`src/rtl/msh_bank_arb.sv`:
```
// Mesh node memory bank arbiter: round-robin grant across the eight
// write/read ports with per-bank occupancy tracking, an optional
// read-priority mode, and a registered memory command plus credit return.
module msh_bank_arb #(
  parameter int unsigned NUM_REQ   = 8,
  parameter int unsigned NUM_BANKS = 4,
  parameter int unsigned ADDR_W    = 12,
  parameter int unsigned BUSY_CYC  = 2
) (
  input  logic                                  mclk,
  input  logic                                  i_reset,
  input  logic [NUM_REQ-1:0]                    i_req_vld,
  input  logic [NUM_REQ-1:0]                    i_req_we,
  input  logic [NUM_REQ*$clog2(NUM_BANKS)-1:0]  i_req_bank,
  input  logic [NUM_REQ*ADDR_W-1:0]             i_req_addr,
  input  logic                                  i_cfg_rd_first,
  output logic [NUM_REQ-1:0]                    o_gnt,
  output logic                                  o_mem_vld,
  output logic                                  o_mem_we,
  output logic [$clog2(NUM_BANKS)-1:0]          o_mem_bank,
  output logic [ADDR_W-1:0]                     o_mem_addr,
  output logic [$clog2(NUM_REQ)-1:0]            o_mem_src,
  output logic [NUM_REQ-1:0]                    o_crdt_rtn,
  output logic [NUM_BANKS-1:0]                  o_bank_busy
);

  localparam int unsigned BANK_W = $clog2(NUM_BANKS);
  localparam int unsigned SRC_W  = $clog2(NUM_REQ);
  localparam int unsigned CNT_W  = 4;

  logic [SRC_W-1:0]                  ptr;
  logic [SRC_W-1:0]                  ptr_nxt;
  logic [NUM_BANKS-1:0][CNT_W-1:0]   busy_cnt;
  logic [NUM_BANKS-1:0][CNT_W-1:0]   cnt_nxt;
  logic [NUM_BANKS-1:0]              busy_nxt;
  logic [NUM_REQ-1:0]                elig;
  logic [NUM_REQ-1:0]                rd_elig;
  logic [NUM_REQ-1:0]                cand;
  logic [SRC_W-1:0]                  scan_idx;
  logic                              gnt_any;
  logic                              win_we;
  logic [BANK_W-1:0]                 win_bank;
  logic [ADDR_W-1:0]                 win_addr;
  logic [SRC_W-1:0]                  win_src;

  // Eligibility filter, read-priority masking and round-robin scan from ptr.
  always_comb begin
    elig     = '0;
    rd_elig  = '0;
    cand     = '0;
    o_gnt    = '0;
    gnt_any  = 1'b0;
    scan_idx = '0;
    for (int i = 0; i < NUM_REQ; i++) begin
      elig[i] = i_req_vld[i] & ~i_reset &
                (busy_cnt[i_req_bank[i*BANK_W +: BANK_W]] == '0);
    end
    rd_elig = elig & ~i_req_we;
    cand    = (i_cfg_rd_first && (rd_elig != '0)) ? rd_elig : elig;
    for (int k = 0; k < NUM_REQ; k++) begin
      scan_idx = SRC_W'((32'(ptr) + 32'(k)) % NUM_REQ);
      if (!gnt_any && cand[scan_idx]) begin
        o_gnt[scan_idx] = 1'b1;
        gnt_any         = 1'b1;
      end
    end
  end

  // Select the winner's command fields from the one-hot grant.
  always_comb begin
    win_we   = 1'b0;
    win_bank = '0;
    win_addr = '0;
    win_src  = '0;
    for (int i = 0; i < NUM_REQ; i++) begin
      if (o_gnt[i]) begin
        win_we   = i_req_we[i];
        win_bank = i_req_bank[i*BANK_W +: BANK_W];
        win_addr = i_req_addr[i*ADDR_W +: ADDR_W];
        win_src  = SRC_W'(i);
      end
    end
    ptr_nxt = SRC_W'((32'(win_src) + 32'd1) % NUM_REQ);
  end

  // Next occupancy: a granted bank reloads, any other busy bank counts down.
  always_comb begin
    cnt_nxt  = busy_cnt;
    busy_nxt = '0;
    for (int b = 0; b < NUM_BANKS; b++) begin
      if (busy_cnt[b] != '0) begin
        cnt_nxt[b] = busy_cnt[b] - CNT_W'(1);
      end
      if (gnt_any && (win_bank == BANK_W'(b))) begin
        cnt_nxt[b] = CNT_W'(BUSY_CYC - 1);
      end
      busy_nxt[b] = (cnt_nxt[b] != '0);
    end
  end

  // Pointer, occupancy, memory command and credit-return registers.
  always_ff @(posedge mclk) begin
    if (i_reset) begin
      ptr         <= '0;
      busy_cnt    <= '0;
      o_mem_vld   <= 1'b0;
      o_mem_we    <= 1'b0;
      o_mem_bank  <= '0;
      o_mem_addr  <= '0;
      o_mem_src   <= '0;
      o_crdt_rtn  <= '0;
      o_bank_busy <= '0;
    end else begin
      busy_cnt    <= cnt_nxt;
      o_bank_busy <= busy_nxt;
      o_mem_vld   <= gnt_any;
      o_crdt_rtn  <= o_gnt;
      if (gnt_any) begin
        ptr        <= ptr_nxt;
        o_mem_we   <= win_we;
        o_mem_bank <= win_bank;
        o_mem_addr <= win_addr;
        o_mem_src  <= win_src;
      end
    end
  end

endmodule

```
`config.mk`:
```
export PLATFORM = sky130hd
export DESIGN_NAME = msh_bank_arb
export DESIGN_NICKNAME = d
export VERILOG_FILES = /design/src/rtl/msh_bank_arb.sv
export SDC_FILE = /design/constraint.sdc
export NUM_CORES = 1
export LEC_CHECK = 0
export CAP_MARGIN = 25
export CORE_UTILIZATION = 48
export DETAILED_ROUTE_END_ITERATION = 10
export GPL_TIMING_DRIVEN = 0
export MAX_ROUTING_LAYER = met4
export PLACE_DENSITY = 0.82
export SETUP_SLACK_MARGIN = 0.02
export SYNTH_ARGS = -nofsm -noshare
export SYNTH_HDL_FRONTEND = slang
export SYNTH_SLANG_ARGS = --single-unit
```
`constraint.sdc`:
```
create_clock -name mclk -period 14.9 [get_ports mclk]
set_input_delay 2.98 -clock mclk [delete_from_list [all_inputs] [get_ports mclk]]
set_output_delay 2.98 -clock mclk [all_outputs]
set_load 0.01 [all_outputs]
```
After elaboration in Yosys (flattened, before gate mapping)
Cells that the tools add are included.
{ "op_classes": {"n_addsub": 12, "magnitude_cmp": 24, "eq_ne": 3, "n_mux": 104, "bitwise_logic": 26, "reduce_logical": 45} }
{ "op_table": {"columns": ["cell", "n"], "rows": [
  ["12-bit 2-to-1 mux", 8],
  ["8-bit 2-to-1 mux", 9],
  ["4-bit binary-select mux with 2-bit select", 8],
  ["4-bit 2-to-1 mux", 16],
  ["8-bit OR", 7],
  ["1-bit 2-to-1 mux", 33],
  ["4-bit logical NOT", 8],
  ["3-bit by 4-bit less-than comparator with 1-bit output, second input constant", 8],
  ["4-bit nonzero test", 8],
  ["1-bit binary-select mux with 3-bit select", 8],
  ["1-bit demux with 3-bit select", 8],
  ["3-bit by 1-bit greater-or-equal comparator with 1-bit output, second input constant", 8],
  ["2-bit by 3-bit less-than comparator with 1-bit output, second input constant", 8],
  ["1-bit logical AND", 20],
  ["3-bit 2-to-1 mux", 6],
  ["1-bit bitwise AND", 16],
  ["2-bit 2-to-1 mux", 8],
  ["4-bit by 1-bit subtractor with 4-bit output, second input constant", 4],
  ["3-bit adder, second input constant", 4],
  ["8-bit bitwise AND", 1],
  ["8-bit inverter", 1],
  ["8-bit nonzero test", 1],
  ["1-bit logical NOT", 7],
  ["3-bit by 1-bit adder with 3-bit output, second input constant", 2],
  ["other kinds (5)", 7]
]} }
{ "word_totals": {"register_bits": 50, "in_bits": 131, "out_inout_bits": 39, "word_cells": 226} }

Logic depth before layout (Yosys ltp)
{ "depth": {"word_depth": 44, "depth_mapped": 25} }

Worst setup path after synthesis
No wires, ideal clock.
{ "synth_path": {"kind": "input -> output", "start": "in i_req_bank[10]", "end": "out o_gnt[6]", "arrival_ns": 6.277, "t_required_ns": 11.920, "path_slack_ns": 5.643, "stages": 16, "cell_sequence": "nor2b_1 > a22o_1 > o211ai_1 > and4_4 > buf_6 > a21oi_4 > o32ai_1 > nand2_1 > a32o_2 > nand2_1 > buf_2 > o311ai_1 > nor3_1 > buf_2 > buf_1 > inv_1"} }
{ "synth_between": {"elab_chain_cells": 32, "word_cells_on_any_way": 60, "classes_between": "34 x mux; 9 x bitwise; 17 x reduce/logical"} }
{ "synth_lines": {"columns": ["element", "line_no", "source"], "rows": [
  ["start, declared", "14", "input logic [NUM_REQ*$clog2(NUM_BANKS)-1:0] i_req_bank,"],
  ["4-bit binary-select mux with 2-bit select (*)", "56", "(busy_cnt[i_req_bank[i*BANK_W +: BANK_W]] == '0);"],
  ["4-bit 2-to-1 mux (implied by the code) (*)", "56", null],
  ["4-bit logical NOT (*)", "56", null],
  ["1-bit bitwise AND (*)", "55", "elig[i] = i_req_vld[i] & ~i_reset &"],
  ["8-bit bitwise AND", "58", "rd_elig = elig & ~i_req_we;"],
  ["8-bit nonzero test", "59", "cand = (i_cfg_rd_first && (rd_elig != '0)) ? rd_elig : elig;"],
  ["1-bit logical AND", "59", null],
  ["8-bit 2-to-1 mux (*)", "59", null],
  ["[... 16 more ...]", null, null],
  ["1-bit logical AND", "62", "if (!gnt_any && cand[scan_idx]) begin"],
  ["1-bit 2-to-1 mux", "62", null],
  ["1-bit logical NOT", "62", null],
  ["1-bit logical AND", "62", null],
  ["1-bit 2-to-1 mux", "62", null],
  ["1-bit logical NOT", "62", null],
  ["1-bit logical AND", "62", null],
  ["8-bit 2-to-1 mux (*)", "62", null],
  ["end, declared", "17", "output logic [NUM_REQ-1:0] o_gnt,"]
]} }
Every way passes the cells marked *; elsewhere a longest branch is shown, timed or not. The select of a mux whose other input is x is not followed.

Final worst setup path
{ "layout_path": {"start": "in i_req_bank[12]", "end": "out o_gnt[3]"} }
Same word-level chain as after synthesis.

==> flow_summary.toml <==
[timing]
drv_slew = 0
hold_viol = 0
tns_ns = 0
min_period_over_period_pct = 82.9
fmax_mhz = 81.0
rsz0062_at_grt = "false"
finClkSkew_ns = 0.0108
setup_viol = 0
slew_headroom_pct = 35.0
period_needed_ns = 12.35
max_slew.worst_pin.slew_ns = 0.965

[synthesis]
yosys_warnings = 0
synth_seq_cells = 50
syn_inst = 759
synth_flop_cell = "dfxtp_1"
netlist_area_um2 = 5550
synth-edff-count = 0
netlist.area_leader.share_pct = 18.0
syn-mean-instance-area_um2 = 7.32
synth_top_cell_by_area = "dfxtp_1"
yosysSeqAreaShare_pct = 18.0
synth_fp_nets = 901
yosysUniqueCellTypes = 92
yosys-top-cells-area = "dfxtp_1 (18%), nand2_1 (6.3%), nor2_1 (3.3%)"
ys_async_sr_fraction_pct = 0

[detailed_routing]
wl_per_cell_um = 23.4
vias = 7685
first_pass_iters = 8
drt-initial-drc-count = 1284
antenna_left = 0
drc = 0
wirelength_um = 25200
viasPerCell = 7.14

[pwr]
power_density_nw_per_um2 = 275
leakagePower_uw = 0.00278
ir_worst_vdd_mv = 0.164

[worst_setup_path]
cp_slowest_cell = "o32ai_1"
max_stage_delay_ns = 0.76
required_ns = 11.92
path_buf_inv = 7
critical_path.top_delay_family = "compound AO/OA/AOI/OAI gates"
critPathCaptureType = "output pin"
critical_path_class = "input pin to output pin"
crit_path_start_kind = "input pin"
crit_chain = "clkdlybuf4s50_1 -> nand2b_1 -> o22ai_1 -> o31ai_1 -> and4_1 -> buf_6 -> a21oi_4 -> o32ai_1 -> nand2_1 -> a32o_2 -> buf_6 -> a221oi_1 -> o31ai_1 -> nor2_1 -> inv_1 -> clkbuf_1 -> clkbuf_1 -> clkdlybuf4s50_1"
arrival_ns = 9.37
critPathMaxFanout = 10

[final_layout]
seq_area_um2 = 1000
final_core_util_pct = 68.6
drive_gt1_share_pct = 6.84
fillCellCount = 894
areaGrowthSynthToFinish_pct = 36.2
multiInputGateArea_um2 = 4160
layout.nets = 1078

[floorplan]
row_count = 38
io_pins = 170
dieArea_um2 = 12000
core-area_um2 = 11000
fp.dieW_um = 110
start_util_pct = 50.3
die_h_um = 110

[clock_network]
numCtsBuffers = 5
cts.clk_slew.worst_paths_ns = 0.06
cts_resized = 0
clock_latency_ns = 0.29
postCtsSetupBuffers = 0
clock_sinks = 50
clockBufferDepth = 2
cts_hold_repair.buffers = 0
htreeDepth = 2
root_buffer = "clkbuf_16"
cts_tree = "done"

[job]
cap_violations = 0

[place]
globalplace.congestion = 1.03
dp_hpwl_um = 20000
portBuffers = 168

[global_route]
overflow = 0
grt_usage_pct = 43.0
grt_max_degree = 16
grt_pass1_wl_um = 38300
antenna_found_initial = 1
grt_pass1_vias = 7366

[worst_hold_path]
min_path_type = "flop to flop"

[outcome]
outcome = "complete, no violations"
## cells in the final DEF (no fill, tap or decap), types with 18 or more instances in the layout
cell / count
nor3_1: 26
inv_1: 35
clkdlybuf4s50_1: 168
nand3_1: 18
o22ai_1: 21
and2_1: 18
nor2_1: 49
nand2_1: 93
a21oi_1: 32
o31ai_1: 21
clkbuf_1: 38
dfxtp_1: 50
o21ai_0: 21
## routing by layer
metal | wire length, um | track usage (%) | share of wire [%]
met4 | 2100 | 30.4 | 8.4
met5 | 0 | - | 0
met2 | 11600 | 68.6 | 46
met1 | 8800 | 48.1 | 35
met3 | 2680 | 8.60 | 11
## cell type report
class | count | area share [%]
Multi-Input combinational cell | 616 | 55.0
Timing Repair Buffer | 170 | 22.4
Sequential cell | 50 | 13.2
Buffer | 57 | 3.39
Tap cell | 140 | 2.32
Inverter | 36 | 1.79
Clock buffer | 5 | 1.65
Clock inverter | 2 | 0.199
Antenna cell | 1 | 0.0331
## Yosys cell counts, drive strengths merged, types with 7 or more instances
cell type / instances
o22ai: 22
ha: 11
a222oi: 15
and2: 18
or3: 8
nand2b: 9
nand3: 18
buf: 19
o31ai: 22
mux2: 7
a211oi: 15
o221ai: 18
dfxtp: 50
and3: 8
nand4: 10
clkbuf: 38
nor2b: 15
o211ai: 15
o21ai: 24
o211a: 16
o311ai: 8
xnor2: 7
a311oi: 8
mux2i: 10
a21oi: 34
inv: 36
nor2: 52
nor3: 29
a31oi: 13
nand2: 93
## worst min-delay path, stage by stage, from the launching register on
cell     delay (ns)
dfxtp_1        0.31
nand2_1        0.05
a21oi_1        0.06
## kinds of logic (layout without fill, tap and decap cells)
kind of cell | after synthesis | after routing | share of synthesized area (%)
and+or+nand+nor | 295 | 295 | 27.0
AOI/OAI and AO/OA | 283 | 283 | 40.4
buffers and inverters | 93 | 270 | 7.05
DFF | 50 | 50 | 18.0
muxes | 18 | 18 | 3.63
adders and majority gates | 11 | 11 | 2.48
xor gates and xnor gates | 9 | 9 | 1.42
other | 0 | 1 | 0
## final timing paths
path                              start                         end  slack [ns]  depth (start not counted)
max                      i_req_bank[12]                    o_gnt[3]        2.55                         18
min          o_mem_bank[0]$_SDFFE_PP0P_  o_mem_bank[0]$_SDFFE_PP0P_        0.46                          2
max reg2reg         ptr[1]$_SDFFE_PP0P_         ptr[2]$_SDFFE_PP0P_        7.86                         25
min reg2reg  o_mem_bank[0]$_SDFFE_PP0P_  o_mem_bank[0]$_SDFFE_PP0P_        0.46                          2
## power by group
| group | internal (uW) | total [uW] | switching (uW) |
|---|---|---|---|
| clock network | 61.5 | 114 | 53.0 |
| registers | 202 | 240 | 38.6 |
| logic | 651 | 1730 | 1080 |
## registers in the layout, summed over array words and instances, names as in the netlist
| name | count |
|---|---|
| busy_cnt | 16 |
| o_bank_busy | 4 |
| o_crdt_rtn | 8 |
| o_mem_addr | 12 |
| o_mem_bank | 2 |
| o_mem_src | 3 |
| o_mem_vld | 1 |
| o_mem_we | 1 |
| ptr | 3 |
## through the flow
step / hold slack, ns / setup slack, ns / instances / total power (uW) / area, um^2
floorplan: 0.477 / 5.64 / 759 / 1350 / 5550
global placement: 0.438 / 3.12 / 1067 / 1850 / 7410
detailed placement: 0.453 / 3.16 / 1069 / 1890 / 7420
CTS: 0.464 / 3.13 / 1076 / 2010 / 7560
global route: 0.481 / 2.43 / 1077 / 2200 / 7560
finish: 0.464 / 2.55 / 1077 / 2080 / 7560
No activity file was read; power rests on OpenSTA's default activity.
